[config.mk]
export PLATFORM = sky130hd
export DESIGN_NAME = lh_ecdsa_sched_flat
export DESIGN_NICKNAME = d
export VERILOG_FILES = /design/src/rtl/meta_package.sv /design/src/rtl/lh_ecdsa_sched_pkg.sv /design/src/rtl/lh_ecdsa_sched_if.sv /design/src/rtl/lh_ecdsa_sched_sel.sv /design/src/rtl/lh_ecdsa_sched.sv /design/src/flat_wrapper.sv
export SDC_FILE = /design/constraint.sdc
export NUM_CORES = 1
export LEC_CHECK = 0
export BUFFER_PORTS_ARGS = -buffer_cell sky130_fd_sc_hd__buf_2
export CORE_MARGIN = 2
export CORE_UTILIZATION = 42
export CTS_BUF_LIST = sky130_fd_sc_hd__clkbuf_4 sky130_fd_sc_hd__clkbuf_8 sky130_fd_sc_hd__clkbuf_16
export CTS_CLUSTER_SIZE = 20
export DETAILED_ROUTE_END_ITERATION = 10
export HOLD_SLACK_MARGIN = 0.05
export PLACE_DENSITY = 0.66
export SYNTH_ARGS = -nofsm -noshare
export SYNTH_HDL_FRONTEND = slang
export SYNTH_SLANG_ARGS = --single-unit
[constraint.sdc]
create_clock -name clk -period 2.4 [get_ports clk]
set_input_delay 0.36 -clock clk [delete_from_list [all_inputs] [get_ports clk]]
set_output_delay 0.36 -clock clk [all_outputs]
set_load 0.01 [all_outputs]
[src/rtl/meta_package.sv]
// Shared descriptor layout for the ECDSA metadata FIFOs and the scheduler.
package meta_package;

    localparam int unsigned LH_ECDSA_BUF_PTR_NBITS = 10;
    localparam int unsigned LH_ECDSA_KEY_NBITS     = 4;
    localparam int unsigned LH_ECDSA_LEN_NBITS     = 16;

    typedef struct packed {
        logic                              discard;
        logic [LH_ECDSA_KEY_NBITS-1:0]     key_id;
        logic [LH_ECDSA_LEN_NBITS-1:0]     msg_len;
        logic [LH_ECDSA_BUF_PTR_NBITS-1:0] buf_ptr;
    } lh_ecdsa_meta_type;

    localparam int unsigned LH_ECDSA_META_NBITS = $bits(lh_ecdsa_meta_type);

endpackage

[src/rtl/lh_ecdsa_sched_pkg.sv]
// Scheduler-local types and helpers.
package lh_ecdsa_sched_pkg;

    import meta_package::*;

    localparam int unsigned NUM_Q = 2;

    typedef logic [LH_ECDSA_BUF_PTR_NBITS-1:0] buf_ptr_t;

    // Queue index to one-hot pop strobe.
    function automatic logic [NUM_Q-1:0] q_onehot(input logic q);
        return q ? 2'b10 : 2'b01;
    endfunction

endpackage

[src/rtl/lh_ecdsa_sched_if.sv]
// FIFO read side plus engine and buffer-manager handshakes of the scheduler.
interface lh_ecdsa_sched_if;

    logic [1:0]                                      q_empty;
    logic [1:0]                                      q_rd;
    meta_package::lh_ecdsa_meta_type                 q0_dout;
    meta_package::lh_ecdsa_meta_type                 q1_dout;
    logic                                            meta_valid;
    meta_package::lh_ecdsa_meta_type                 meta;
    logic                                            meta_ready;
    logic                                            free_valid;
    logic [meta_package::LH_ECDSA_BUF_PTR_NBITS-1:0] free_ptr;
    logic                                            free_ready;

    modport master (
        input  q_empty, q0_dout, q1_dout, meta_ready, free_ready,
        output q_rd, meta_valid, meta, free_valid, free_ptr
    );

    modport slave (
        output q_empty, q0_dout, q1_dout, meta_ready, free_ready,
        input  q_rd, meta_valid, meta, free_valid, free_ptr
    );

endinterface

[src/rtl/lh_ecdsa_sched_sel.sv]
// Weighted-priority pick: queue 0 first, queue 1 after HI_WEIGHT consecutive queue-0 wins.
module lh_ecdsa_sched_sel #(
    parameter int unsigned HI_WEIGHT    = 4,
    parameter int unsigned HI_RUN_NBITS = 3
) (
    input  logic [1:0]              q_empty,
    input  logic [HI_RUN_NBITS-1:0] hi_run,
    output logic                    any_c,
    output logic                    grant_c,
    output logic [HI_RUN_NBITS-1:0] hi_run_nxt_c
);

    always_comb begin
        any_c   = ~&q_empty;
        grant_c = q_empty[0] | (~q_empty[1] & (hi_run == HI_RUN_NBITS'(HI_WEIGHT)));
        // The run only counts queue-0 wins that actually held queue 1 off.
        if (grant_c || q_empty[1]) begin
            hi_run_nxt_c = '0;
        end else begin
            hi_run_nxt_c = hi_run + HI_RUN_NBITS'(1);
        end
    end

endmodule

[src/rtl/lh_ecdsa_sched.sv]
// Pops one descriptor at a time from two metadata FIFOs and either forwards it
// to the ECDSA engine or asks the buffer manager to free its buffer.
module lh_ecdsa_sched
    import meta_package::*;
    import lh_ecdsa_sched_pkg::*;
#(
    parameter int unsigned HI_WEIGHT = 4,
    parameter int unsigned CNT_NBITS = 32
) (
    input  logic                 clk,
    input  logic                 rst_n,
    input  logic                 enable,
    lh_ecdsa_sched_if.master     bus,
    output logic [CNT_NBITS-1:0] pass_cnt,
    output logic [CNT_NBITS-1:0] drop_cnt
);

    localparam int unsigned HI_RUN_NBITS = (HI_WEIGHT < 1) ? 1 : $clog2(HI_WEIGHT + 1);

    typedef enum logic [1:0] {IDLE, LOAD, OUT, DROP} state_t;

    state_t                  state, state_d;
    logic                    sel, sel_d;
    logic [HI_RUN_NBITS-1:0] hi_run, hi_run_d;
    logic [1:0]              q_rd, q_rd_d;
    logic                    meta_valid, meta_valid_d;
    logic                    free_valid, free_valid_d;
    lh_ecdsa_meta_type       meta, meta_d;
    buf_ptr_t                free_ptr, free_ptr_d;
    logic [CNT_NBITS-1:0]    pass_cnt_d, drop_cnt_d;

    logic                    any_c;
    logic                    grant_c;
    logic [HI_RUN_NBITS-1:0] hi_run_nxt_c;

    lh_ecdsa_sched_sel #(
        .HI_WEIGHT    (HI_WEIGHT),
        .HI_RUN_NBITS (HI_RUN_NBITS)
    ) u_sel (
        .q_empty      (bus.q_empty),
        .hi_run       (hi_run),
        .any_c        (any_c),
        .grant_c      (grant_c),
        .hi_run_nxt_c (hi_run_nxt_c)
    );

    // Next state and next values of every registered output.
    always_comb begin
        state_d      = state;
        sel_d        = sel;
        hi_run_d     = hi_run;
        q_rd_d       = '0;
        meta_valid_d = meta_valid;
        free_valid_d = free_valid;
        meta_d       = meta;
        free_ptr_d   = free_ptr;
        pass_cnt_d   = pass_cnt;
        drop_cnt_d   = drop_cnt;
        case (state)
            IDLE: begin
                if (enable && any_c) begin
                    state_d  = LOAD;
                    sel_d    = grant_c;
                    hi_run_d = hi_run_nxt_c;
                    q_rd_d   = q_onehot(grant_c);
                end
            end
            LOAD: begin
                // The FIFO head is still the popped entry on this edge.
                meta_d = sel ? bus.q1_dout : bus.q0_dout;
                if (meta_d.discard) begin
                    free_valid_d = 1'b1;
                    free_ptr_d   = meta_d.buf_ptr;
                    state_d      = DROP;
                end else begin
                    meta_valid_d = 1'b1;
                    state_d      = OUT;
                end
            end
            OUT: begin
                if (bus.meta_ready) begin
                    meta_valid_d = 1'b0;
                    state_d      = IDLE;
                    if (pass_cnt != '1) pass_cnt_d = pass_cnt + CNT_NBITS'(1);
                end
            end
            DROP: begin
                if (bus.free_ready) begin
                    free_valid_d = 1'b0;
                    state_d      = IDLE;
                    if (drop_cnt != '1) drop_cnt_d = drop_cnt + CNT_NBITS'(1);
                end
            end
            default: state_d = IDLE;
        endcase
    end

    // State and output registers.
    always_ff @(posedge clk or negedge rst_n) begin
        if (!rst_n) begin
            state      <= IDLE;
            sel        <= 1'b0;
            hi_run     <= '0;
            q_rd       <= '0;
            meta_valid <= 1'b0;
            free_valid <= 1'b0;
            meta       <= '0;
            free_ptr   <= '0;
            pass_cnt   <= '0;
            drop_cnt   <= '0;
        end else begin
            state      <= state_d;
            sel        <= sel_d;
            hi_run     <= hi_run_d;
            q_rd       <= q_rd_d;
            meta_valid <= meta_valid_d;
            free_valid <= free_valid_d;
            meta       <= meta_d;
            free_ptr   <= free_ptr_d;
            pass_cnt   <= pass_cnt_d;
            drop_cnt   <= drop_cnt_d;
        end
    end

    assign bus.q_rd       = q_rd;
    assign bus.meta_valid = meta_valid;
    assign bus.meta       = meta;
    assign bus.free_valid = free_valid;
    assign bus.free_ptr   = free_ptr;

endmodule

[src/flat_wrapper.sv]
// flat-port wrapper written by rule: the top's interface ports become plain ports
module lh_ecdsa_sched_flat import meta_package::*; import lh_ecdsa_sched_pkg::*;
#(
    parameter int unsigned HI_WEIGHT = 4,
    parameter int unsigned CNT_NBITS = 32
)
  (clk, rst_n, enable, pass_cnt, drop_cnt, bus_q_empty, bus_q0_dout, bus_q1_dout, bus_meta_ready, bus_free_ready, bus_q_rd, bus_meta_valid, bus_meta, bus_free_valid, bus_free_ptr);
  lh_ecdsa_sched_if bus_i ();
  input  logic clk;
  input  logic rst_n;
  input  logic enable;
  output logic [CNT_NBITS-1:0] pass_cnt;
  output logic [CNT_NBITS-1:0] drop_cnt;
  input wire logic [$bits(bus_i.q_empty)-1:0] bus_q_empty;
  input wire logic [$bits(bus_i.q0_dout)-1:0] bus_q0_dout;
  input wire logic [$bits(bus_i.q1_dout)-1:0] bus_q1_dout;
  input wire logic [$bits(bus_i.meta_ready)-1:0] bus_meta_ready;
  input wire logic [$bits(bus_i.free_ready)-1:0] bus_free_ready;
  output wire logic [$bits(bus_i.q_rd)-1:0] bus_q_rd;
  output wire logic [$bits(bus_i.meta_valid)-1:0] bus_meta_valid;
  output wire logic [$bits(bus_i.meta)-1:0] bus_meta;
  output wire logic [$bits(bus_i.free_valid)-1:0] bus_free_valid;
  output wire logic [$bits(bus_i.free_ptr)-1:0] bus_free_ptr;
  assign bus_i.q_empty = bus_q_empty;
  assign bus_i.q0_dout = bus_q0_dout;
  assign bus_i.q1_dout = bus_q1_dout;
  assign bus_i.meta_ready = bus_meta_ready;
  assign bus_i.free_ready = bus_free_ready;
  assign bus_q_rd = bus_i.q_rd;
  assign bus_meta_valid = bus_i.meta_valid;
  assign bus_meta = bus_i.meta;
  assign bus_free_valid = bus_i.free_valid;
  assign bus_free_ptr = bus_i.free_ptr;
  lh_ecdsa_sched #(.HI_WEIGHT(HI_WEIGHT), .CNT_NBITS(CNT_NBITS)) u_core (.clk(clk), .rst_n(rst_n), .enable(enable), .bus(bus_i), .pass_cnt(pass_cnt), .drop_cnt(drop_cnt));
endmodule
==> out/metrics.yaml <==
timing:
  post-route-period-util_pct: 89.6
  rsz0062_at_grt: "false"
  tightest_slew_ns: 0.667
  drv_slew: 0
  slew_headroom_pct: 55.4
  hold_violations: 0
  min_period_ns: 2.15
  finClkSkew_ns: 0.00668
  fmax_mhz: 465
  setup_violations: 0
  fin_tns_setup_ns: 0
pwr:
  p_int_mw: 5.03
  leakage_nw: 3.76
  pwr-share-clk_pct: 36.2
  p_per_area_nw_per_um2: 1030
  seqPwrFrac_pct: 37.5
  swShare_pct: 31.6
  peakVddDrop_mv: 0.593
  power.net_switching_mw: 2.32
  p_comb_share_pct: 26.2
routing:
  drt_iter0_markers: 210
  num_vias: 4577
  wl_mm: 13.6
  routed_via_density: 5.13
  drcViolationCount: 0
  drt_pass1_iterations: 5
  wl_per_cell_um: 15.2
  ant_nets: 0
job:
  maxCapViolCount: 0
clock_network:
  cts_tree: "done"
  cts_root_buffer: "clkbuf_16"
  htreeDepth: 4
  clock_latency_ns: 0.41
  clock_sinks: 115
  clk_path_buf_depth: 2
  cts-resized-gates: 0
  ctsHoldBuffers: 1
  clk_pin_slew_ns: 0.05
  post_cts_buffers: 0
  cts-buffers-inserted: 17
cells_and_area:
  fin_cells: 892
  final_nets: 780
  layout-drive-gt1-share_pct: 32.5
  syn2layout_area_growth_pct: 33.4
  fillCellCount: 1120
  antenna-diode-count: 0
critical_path:
  worstPathCellList: "ha_1, nand3_1, or4_4, nor4_4, buf_4, nor3_1, xor2_1"
  worstSetupStartpoint: "u_core.pass_cnt[0]$_DFFE_PN0P_"
  critPathKind: "reg2reg"
  crit_path_top_delay_cell: "or4_4"
  ff2ff_path_depth: 7
  r2r_slack_ns: 0.25
  worstPathMaxFanout: 7
  arrival_ns: 2.43
  startpoint_type: "flip-flop"
  setup.worst_path.end: "u_core.pass_cnt[21]$_DFFE_PN0P_"
  end_kind: "flip-flop"
  reg2reg_from: "u_core.pass_cnt[0]$_DFFE_PN0P_"
  cp.depth: 7
  reg2reg_to: "u_core.pass_cnt[21]$_DFFE_PN0P_"
  cpPeakStageDelay_ns: 0.51
  crit_buf_inv: 1
  cp_top_family: "simple AND/OR/NAND/NOR gates"
  cp_data_required_time_ns: 2.68
global_routing:
  grt_pass1_wl_mm: 21.8
  antenna_found_initial: 1
  grt_start_max_net_pins: 61
  grt_usage_pct: 20.7
  grt.overflow.total: 0
  grt_pass1_vias: 4452
yosys:
  synthArstFlopShare_pct: 100
  synth_top_family_by_area: "simple AND/OR/NAND/NOR gates"
  synth_seq_cells: 115
  synth.distinct_cells: 41
  syn_inst: 516
  syn_nets: 589
  synthMuxAreaShare_pct: 6.72
  synth_warnings: 0
  synth_ff_type: "dfrtp_1"
  synthTopCellsByArea: "dfrtp_1, mux2i_1, xor2_1, xnor2_1, nand2_1"
  syn_area_um2: 5340
  avgSynthCellArea_um2: 10.4
  synth_edf_count: 0
  synth_simple_gate_area_share_pct: 21.0
  yosysMostFrequentCell: "dfrtp_1"
  synth_xor_area_share_pct: 9.35
  synth_fa_ha_area_share_pct: 0.937
  synth_common_cells: "dfrtp_1, nand2_1, nor2_1, o21ai_0, nand3_1"
  synth_compound_area_share_pct: 5.95
  yosysTopAreaCell: "dfrtp_1"
  ys_seq_area_share_pct: 53.9
  synth_top_area_share_pct: 53.9
floorplan:
  initial_utilization_pct: 42.7
  fp.dieH_um: 117
  core_um2: 12500
  die_area_um2: 13600
  num_rows: 41
  ioPinCount: 178
  fp.dieW_um: 117
worst_hold_path:
  min_path_type: "in2reg"
  holdCritStartpoint: "bus_q_empty[0]"
placement:
  gp_congestion: 0.856
  dp_cells: 859
  portBuffers: 177
  dp_hpwl_mm: 10.1
run_status:
  status: "completed"
metrics by stage:
| step | setup WS [ns] | util [%] | hold slack, ns | cell area, µm² | total power, mW |
|---|---|---|---|---|---|
| global placement | 0.320 | 51.8 | 0.375 | 6490 | 4.68 |
| detailed placement | 0.251 | 51.8 | 0.381 | 6490 | 4.75 |
| finish | 0.250 | 56.9 | 0.161 | 7130 | 7.36 |
| CTS | 0.225 | 56.9 | 0.155 | 7130 | 7.44 |
| global route | 0.108 | 56.9 | 0.164 | 7130 | 7.82 |
| floorplan | 0.356 | - | 0.0644 | 5340 | 3.90 |
layer usage:
| metal | share of wire [%] | global-route usage, % |
|---|---|---|
| met1 | 43 | 25.9 |
| met2 | 48 | 33.6 |
| met3 | 6.9 | 6.90 |
| met4 | 1.5 | 7.92 |
| met5 | 0.096 | 0 |
kinds of logic (layout without fill, tap and decap cells):
kind of cell | count (synthesis) | in the layout
XOR/XNOR | 57 | 57
multiplexers | 35 | 35
buffers and inverters | 28 | 232
AND/OR/NAND/NOR | 218 | 218
AO/OA/AOI/OAI | 59 | 59
adder cells (fa/ha/maj) | 4 | 4
flip-flops | 115 | 115
worst register-to-register path: stages (launching register included):
cell     delay (ns)
dfrtp_1        0.39
ha_1           0.22
nand3_1        0.11
or4_4          0.51
nor4_4         0.31
buf_4          0.24
nor3_1         0.07
xor2_1         0.17
placed cells by master (no fill, tap or decap), types with 6 or more instances in the layout:
| master | instances |
|---|---|
| buf_4 | 12 |
| buf_2 | 176 |
| mux2i_1 | 31 |
| nand4_1 | 21 |
| o21ai_0 | 35 |
| nor2_1 | 35 |
| nand2_1 | 58 |
| xor2_1 | 29 |
| dfrtp_1 | 114 |
| inv_1 | 9 |
| nor4_1 | 11 |
| clkbuf_16 | 17 |
| xnor2_1 | 28 |
| clkinv_2 | 6 |
| nor3_1 | 18 |
| a21oi_1 | 17 |
| nand3_1 | 33 |
| and4_1 | 9 |
| and3_1 | 13 |
power by group through the flow:
stage	logic, mW	clock network (mW)	registers (mW)
after floorplan	0.971	0	2.93
after global placement	1.93	0	2.75
after detailed placement	1.97	0	2.78
after CTS	1.97	2.71	2.76
after global routing	2.17	2.81	2.84
final	1.93	2.67	2.76
flip-flops by register name, indices dropped and copies added, names as in the netlist:
signal                 cells
u_core.pass_cnt           32
u_core.drop_cnt           32
u_core.sel                 1
u_core.bus.meta           31
u_core.bus.free_valid      1
u_core.hi_run              3
u_core.bus.q_rd            2
u_core.bus.meta_valid      1
u_core.bus.free_ptr       10
u_core.state               2
final cells by class:
class | count | area [µm²] | area share (%)
inverters | 9 | 33.8 | 0.474
multi-input cells | 373 | 2350 | 33.0
clock buffers | 21 | 468 | 6.57
clock inverters | 11 | 158 | 2.21
flip-flops and latches | 115 | 2880 | 40.4
well taps | 172 | 215 | 3.02
repair buffers | 191 | 1020 | 14.3
worst min-delay path by stage:
stage	endpoint	slack (ns)	cells after the start
floorplan	u_core.bus.free_ptr[0]$_DFFE_PN0P_	0.06	0
global placement	u_core.pass_cnt[15]$_DFFE_PN0P_	0.37	1
detailed placement	u_core.pass_cnt[11]$_DFFE_PN0P_	0.38	1
CTS	u_core.bus.q_rd[0]$_DFF_PN0_	0.15	2
global route	u_core.bus.q_rd[0]$_DFF_PN0_	0.16	2
finish	u_core.bus.q_rd[0]$_DFF_PN0_	0.16	2
(Power assumes the default switching activity.)
